### src/rtl/fifo_pkg.sv
// Shared definitions for the FIFO controller and its output-logic stage:
// state encodings and the default entry count.
package fifo_pkg;

    localparam int FIFO_DEPTH   = 8;
    localparam int FIFO_STATE_W = 3;

    typedef enum logic [FIFO_STATE_W-1:0] {
        ST_INIT     = 3'b000,
        ST_WRITE    = 3'b001,
        ST_READ     = 3'b010,
        ST_WR_ERROR = 3'b011,
        ST_RD_ERROR = 3'b100,
        ST_NO_OP    = 3'b111
    } fifo_state_e;

endpackage

### src/rtl/fifo_ns.sv
// Next-state / next-occupancy logic for the FIFO controller.
// The decision depends only on the request pair and the current occupancy,
// never on the current state. Optional macro FIFO_SIMUL_RW_EN lets a
// simultaneous write+read go through instead of being treated as idle.
module fifo_ns
    import fifo_pkg::*;
#(
    parameter  int DEPTH = FIFO_DEPTH,
    localparam int CNT_W = $clog2(DEPTH) + 1
) (
    input  logic             wr_en,
    input  logic             rd_en,
    input  logic [CNT_W-1:0] data_count,
    output fifo_state_e      next_state,
    output logic [CNT_W-1:0] next_count,
    output logic             do_wr,
    output logic             do_rd
);

    localparam logic [CNT_W-1:0] FULL_CNT = CNT_W'(DEPTH);

    logic is_empty;
    logic is_full;

    assign is_empty = (data_count == '0);
    assign is_full  = (data_count == FULL_CNT);

    // Decode the request pair against occupancy into state, count and access strobes
    always_comb begin
        next_state = ST_NO_OP;
        next_count = data_count;
        do_wr      = 1'b0;
        do_rd      = 1'b0;
        unique case ({wr_en, rd_en})
            2'b10: begin
                if (!is_full) begin
                    next_state = ST_WRITE;
                    next_count = data_count + 1'b1;
                    do_wr      = 1'b1;
                end else begin
                    next_state = ST_WR_ERROR;
                end
            end
            2'b01: begin
                if (!is_empty) begin
                    next_state = ST_READ;
                    next_count = data_count - 1'b1;
                    do_rd      = 1'b1;
                end else begin
                    next_state = ST_RD_ERROR;
                end
            end
            2'b11: begin
`ifdef FIFO_SIMUL_RW_EN
                // At the boundaries only the legal half of the pair is performed
                if (is_empty) begin
                    next_state = ST_WRITE;
                    next_count = data_count + 1'b1;
                    do_wr      = 1'b1;
                end else if (is_full) begin
                    next_state = ST_READ;
                    next_count = data_count - 1'b1;
                    do_rd      = 1'b1;
                end else begin
                    next_state = ST_NO_OP;
                    do_wr      = 1'b1;
                    do_rd      = 1'b1;
                end
`else
                next_state = ST_NO_OP;
`endif
            end
            default: begin
                next_state = ST_NO_OP;
            end
        endcase
    end

endmodule

### src/rtl/fifo_ctrl.sv
// FIFO controller: holds state, occupancy and head/tail pointers, and drives
// the register-file write/read strobes. Strobes are combinational from the
// requests and the registered occupancy, so an access in a given cycle uses
// the pointer values before that cycle's update.
// Optional macro FIFO_SIMUL_RW_EN enables simultaneous write+read.
module fifo_ctrl
    import fifo_pkg::*;
#(
    parameter  int DEPTH = FIFO_DEPTH,
    localparam int PTR_W = $clog2(DEPTH),
    localparam int CNT_W = $clog2(DEPTH) + 1
) (
    input  logic                    clk,
    input  logic                    reset,
    input  logic                    wr_en,
    input  logic                    rd_en,
    output logic [FIFO_STATE_W-1:0] state,
    output logic [CNT_W-1:0]        data_count,
    output logic [PTR_W-1:0]        head,
    output logic [PTR_W-1:0]        tail,
    output logic                    we,
    output logic                    re
);

    fifo_state_e      state_q;
    fifo_state_e      state_d;
    logic [CNT_W-1:0] count_q;
    logic [CNT_W-1:0] count_d;
    logic [PTR_W-1:0] head_q;
    logic [PTR_W-1:0] head_d;
    logic [PTR_W-1:0] tail_q;
    logic [PTR_W-1:0] tail_d;
    logic             do_wr;
    logic             do_rd;

    fifo_ns #(
        .DEPTH (DEPTH)
    ) u_ns (
        .wr_en      (wr_en),
        .rd_en      (rd_en),
        .data_count (count_q),
        .next_state (state_d),
        .next_count (count_d),
        .do_wr      (do_wr),
        .do_rd      (do_rd)
    );

    // Pointers advance on an accepted access; power-of-two DEPTH makes the wrap free
    always_comb begin
        head_d = head_q;
        tail_d = tail_q;
        if (do_rd) begin
            head_d = head_q + 1'b1;
        end
        if (do_wr) begin
            tail_d = tail_q + 1'b1;
        end
    end

    // Register state, occupancy and pointers; reset clears the FIFO logically
    always_ff @(posedge clk) begin
        if (reset) begin
            state_q <= ST_INIT;
            count_q <= '0;
            head_q  <= '0;
            tail_q  <= '0;
        end else begin
            state_q <= state_d;
            count_q <= count_d;
            head_q  <= head_d;
            tail_q  <= tail_d;
        end
    end

    assign we         = do_wr & ~reset;
    assign re         = do_rd & ~reset;
    assign state      = state_q;
    assign data_count = count_q;
    assign head       = head_q;
    assign tail       = tail_q;

endmodule

### config.mk
export PLATFORM = sky130hd
export DESIGN_NAME = fifo_ctrl
export DESIGN_NICKNAME = d
export VERILOG_FILES = /design/src/rtl/fifo_pkg.sv /design/src/rtl/fifo_ns.sv /design/src/rtl/fifo_ctrl.sv
export SDC_FILE = /design/constraint.sdc
export NUM_CORES = 1
export LEC_CHECK = 0
export CORE_ASPECT_RATIO = 0.8
export CORE_MARGIN = 5
export CORE_UTILIZATION = 43
export DETAILED_ROUTE_END_ITERATION = 6
export PLACE_DENSITY_LB_ADDON = 0.15
export RECOVER_POWER = 25
export SKIP_CTS_REPAIR_TIMING = 1
export SLEW_MARGIN = 20
export SYNTH_ARGS = -nofsm -noshare
export SYNTH_HDL_FRONTEND = slang
export SYNTH_HIERARCHICAL = 1
export SYNTH_SLANG_ARGS = --single-unit
### constraint.sdc
create_clock -name clk -period 1.5 [get_ports clk]
set_input_delay 0.225 -clock clk [delete_from_list [all_inputs] [get_ports clk]]
set_output_delay 0.225 -clock clk [all_outputs]
set_load 0.01 [all_outputs]
---- After elaboration in Yosys (flattened, before gate mapping) ----
Index checks and enable logic that the tools add are counted.
cells by class
  add/sub/neg operators ................... 4
  eq/ne operators ......................... 5
  multiplexer cells ....................... 10
  bitwise logic cells ..................... 3
  reductions and logical operators ........ 3
operators by type and width
  operator             count
  $mux 4               2
  $pmux 4 s2           1
  $add 3x1->3 const B  2
  $pmux 3 s2           1
  $add 4x1->4 const B  1
  $eq 4x4->1 const B   1
  $logic_not 4->1      1
  $mux 1               4
  $ne 2x2->1 const B   2
  $sub 4x1->4 const B  1
  $mux 3               1
  $reduce_and 3->1     1
  $and 1x1->1          2
  $eq 2x1->1 const B   1
  $eq 2x2->1 const B   1
  $mux 2               1
  $reduce_bool 2->1    1
  $not 1->1            1
word-level totals
  register bits ........................... 13
  output and inout port bits .............. 15
  logic and storage cells ................. 29

---- Longest topological paths before layout ----
  depth after elaboration ................. 4
  gate-level depth with buffers ........... 8

---- Cells and area by module ----
The synthesis kept the hierarchy.
by module, submodules not included
  module     instances  cells an instance  area each (um^2)  seq. area each (um^2)
  fifo_ctrl  1          39                 456.7             260.2
  fifo_ns    1          49                 331.6             0.0

---- Worst setup path before layout ----
OpenSTA, ideal clock, no wires.
  path kind ............................... register to output
  start ................................... register count_q[0] (netlist: data_count[0])
  end ..................................... output port re
  arrival ................................. 1.545 ns
  data required time ...................... 1.275 ns
  slack ................................... -0.270 ns
  cell stages (with the launch flop) ...... 6
  buffers on the path ..................... 0
  path through ............................ dfxtp_1 inv_1 ha_1 nor3b_2 nor2b_1 nor2b_2
on the way
  longest elaborated chain between the ends .. 4
ends and longest elaborated chain
  what                      line             source
  start: declaration        fifo_ctrl.sv:27  logic [CNT_W-1:0] count_q;
  start signal: assignment  fifo_ctrl.sv:69  count_q <= count_d;
  $logic_not 4->1           fifo_ns.sv:25    assign is_empty = (data_count == '0);
  $mux 1                    fifo_ns.sv:45    if (!is_empty) begin
  $mux 1                    fifo_ns.sv:34    unique case ({wr_en, rd_en})
  named net do_rd           fifo_ctrl.sv:34  logic do_rd;
  $and 1x1->1               fifo_ctrl.sv:76  assign re = do_rd & ~reset;
  end: declaration          fifo_ctrl.sv:22  output logic re
The timed path passes the listed nets, and every way through them passes these cells.

---- Worst setup path in the final report ----
  start ................................... register count_q[0] (netlist: data_count[0])
  end ..................................... register count_q[2] (netlist: data_count[2])
on the way
  longest elaborated chain between the ends .. 3
  elaborated cells on any way between the ends .. 10
ends and longest elaborated chain
  what                                               line                          source
  $sub 4x1->4 / $add 4x1->4 (equally long branches)  fifo_ns.sv:47, fifo_ns.sv:38
  $mux 4, on equally long branches                   fifo_ns.sv:45, fifo_ns.sv:36
  $pmux 4 s2 (*)                                     fifo_ns.sv:34
  named net count_d[2]                               fifo_ctrl.sv:28               logic [CNT_W-1:0] count_d;
Mark *: on every way through the listed nets, which the timed path passes. The rest lies on a longest branch. The select of a mux whose other input is x is not followed.
A chain may end at the register's enable or synchronous reset.

==> results.yml <==
worst_setup_path:
  r2r_slack_ps: -180
  cp_slowest_cell: "dfxtp_4"
  startpoint_type: "register"
  endpoint_kind: "register"
  crit_chain: "inv_4 -> ha_4 -> nor2b_4 -> a21boi_4 -> buf_6 -> a221o_1 -> mux2_4 -> nor2b_4"
  rr_endpoint: "data_count[2]$_SDFF_PP0_"
  reg2reg_depth: 8
  required_ps: 1670
  r2r_start: "data_count[0]$_SDFF_PP0_"
  crit_arrival_ps: 1860
  worstSetupPathType: "register to register"
  crit_top_cell: "nor2b_4"
  path_max_fanout: 3
  worst_path_largest_cell_delay_ps: 360
logic_synthesis:
  synth_seq_area_share: 0.330
  syn_area_um2: 788
  postSynthAreaPerCell_um2: 8.96
  synthDistinctLibCells: 34
  yosysTopAreaCellShare: 0.330
  synth_cells: 88
  ys_ff_latch: 13
  synth_area_leaders: "dfxtp_1 (33%), ha_1 (11%), nor2b_1 (6.3%)"
  yosys.area.top_type: "dfxtp_1"
  synth_nets: 99
  synth-warning-count: 6
timing:
  slew_violations: 0
  fmax_ghz: 0.594
  rsz0062_at_grt: "true"
  max_slew_margin: 0.851
  setup_viol: 5
  hold_violations: 0
  tightestPinTransition_ps: 223
  min_period_ps: 1680
  finalCritPeriodShare: 1.12
  fin_skew_ps: 0.832
  fin_ws_ps: -182
global_routing:
  grt_pass1_wl_um: 3120
  grt_pass1_vias: 731
  grt_use_total: 0.152
  antenna_found_initial: 0
  grt_overflow_total: 0
  grt_start_max_net_pins: 9
die:
  ios: 19
  rows: 13
  die_y_um: 48.3
  dieArea_um2: 2790
  initial_core_util: 0.471
  core_area_um2: 1680
  die_w_um: 57.9
place:
  numPortBuffers: 18
  pre_cts_ws_ps: -542
  routabilityCongestion: 0.812
  dp_hpwl_um: 1530
  placedInstanceArea_um2: 1130
  placed_cells: 140
cells_and_area:
  final_common_cell: "buf_4"
  drive_above_1_share: 0.336
  instances_no_fill: 144
  layout_common_cells: "buf_4 (15), clkdlybuf4s50_1 (11), dfxtp_1 (10), a21oi_1 (7)"
  fin_util: 0.698
  area_delta_synth_final_pct: 48.4
  final_cell_area_um2: 1170
  n_fill_cell: 127
  nets: 134
  diodes: 0
drt:
  drtPass1Iterations: 4
  ant_nets: 0
  vias: 727
  routedWlPerCell_um: 13.0
  wl_um: 1870
  drt_iter0_drc: 19
  drc: 0
  via_per_inst: 5.05
worst_hold_path:
  holdPathStages: 4
  hp-start: "rd_en"
  hold_end: "state[0]$_SDFF_PP0_"
  min_path_type: "input pin to register"
pwr:
  total_leakage_power_nw: 0.518
  p_sw_frac: 0.276
  clkPwrFrac: 0.271
  power_frac_seq: 0.465
  worst_ir_drop_vdd_mv: 0.658
  power_switching_mw: 0.217
  combPwrFrac: 0.264
  power.internal_mw: 0.569
  power_mw: 0.786
  power_density_nw_per_um2: 672
clocking:
  cts_htree_levels: 1
  clock_latency_ps: 270
  cts_buffers: 3
  clockBufferDepth: 2
  clockRootBuffer: "clkbuf_4"
  cts.clk_slew.worst_paths_ps: 80
  cts_sinks: 13
  cts_tree: "done"
outcome:
  failed_checks: "negative setup slack"
  run_status: "finished, violations left"
run:
  drv_cap: 0
## flip-flops by register name, indices dropped and copies added (netlist names)
name and flops:
state 3, tail 3, head 3, data_count 4
## synth_stat cells
cell type / instances
dfxtp_1: 13
nor2b_1: 8
a21oi_1: 7
ha_1: 7
inv_1: 7
nor2_1: 6
mux2i_1: 3
nor2b_2: 3
o21ai_0: 3
a21bo_2: 2
nand3_1: 2
nand3b_1: 2
nor2_2: 2
o22ai_1: 2
xnor2_1: 2
a21boi_2: 1
a221o_1: 1
a22oi_1: 1
buf_2: 1
buf_4: 1
buf_6: 1
clkbuf_1: 1
inv_2: 1
mux2_1: 1
mux2_2: 1
nand2_1: 1
nor3_1: 1
nor3b_1: 1
nor3b_2: 1
o211ai_1: 1
o21bai_1: 1
o31ai_1: 1
or2b_1: 1
or3_1: 1
## metrics by stage
step                hold slack (ps)  setup TNS, ps
floorplan                       287          -46.5
global placement                508          -3780
detailed placement              540          -4310
CTS                             552          -1890
global route                    482          -1030
finish                          461           -559
## per-layer routing
| layer | vias to the layer above | track usage | share of wire |
|---|---|---|---|
| met4 | 0 | 0.0463 | 0.016 |
| li1 | 367 | - | - |
| met2 | 18 | 0.279 | 0.49 |
| met3 | 4 | 0.0529 | 0.055 |
| met1 | 338 | 0.170 | 0.44 |
| met5 | - | 0 | 0 |
## power groups by stage
stage	logic, mW	clock network [mW]	registers, mW
floorplan	0.104	0	0.384
global placement	0.203	0	0.374
detailed placement	0.208	0	0.375
CTS	0.209	0.229	0.367
global route	0.229	0.240	0.368
finish	0.208	0.213	0.365
## final cells by class
cell class | instances | area [um^2] | area share
clock inverters | 1 | 5.00 | 0.00428
inverters | 8 | 35.0 | 0.0299
multi-input cells | 63 | 509 | 0.435
clock buffers | 3 | 22.5 | 0.0193
flip-flops and latches | 13 | 272 | 0.232
well taps | 22 | 27.5 | 0.0235
repair buffers | 34 | 299 | 0.256
## critical path: cells and delay by family (launching register included)
kind	cells	cell delay, ps
adders and majority gates	1	130
muxes	1	260
and+or+nand+nor	2	280
AOI/OAI and AO/OA	2	380
DFF	1	360
buffers and inverters	2	170
## cell families (layout without fill, tap and decap cells)
| kind of cell | count (synthesis) | in the layout | synth area share |
|---|---|---|---|
| multiplexers | 5 | 5 | 0.0667 |
| AND/OR/NAND/NOR | 29 | 29 | 0.227 |
| adder cells (fa/ha/maj) | 7 | 7 | 0.111 |
| XOR/XNOR | 2 | 2 | 0.0222 |
| buffers and inverters | 12 | 46 | 0.0730 |
| AO/OA/AOI/OAI | 20 | 20 | 0.170 |
| flip-flops | 13 | 13 | 0.330 |
## how the worst max path moves through the flow
stage | start | to | slack [ps] | depth (start not counted)
after floorplan | data_count[1]$_SDFF_PP0_ | data_count[2]$_SDFF_PP0_ | -50 | 7
after global placement | rd_en | data_count[2]$_SDFF_PP0_ | -500 | 8
after detailed placement | rd_en | data_count[2]$_SDFF_PP0_ | -540 | 8
after CTS | rd_en | we | -530 | 6
after global routing | data_count[0]$_SDFF_PP0_ | data_count[2]$_SDFF_PP0_ | -230 | 8
final | data_count[0]$_SDFF_PP0_ | data_count[2]$_SDFF_PP0_ | -180 | 8
(Power assumes the default switching activity.)
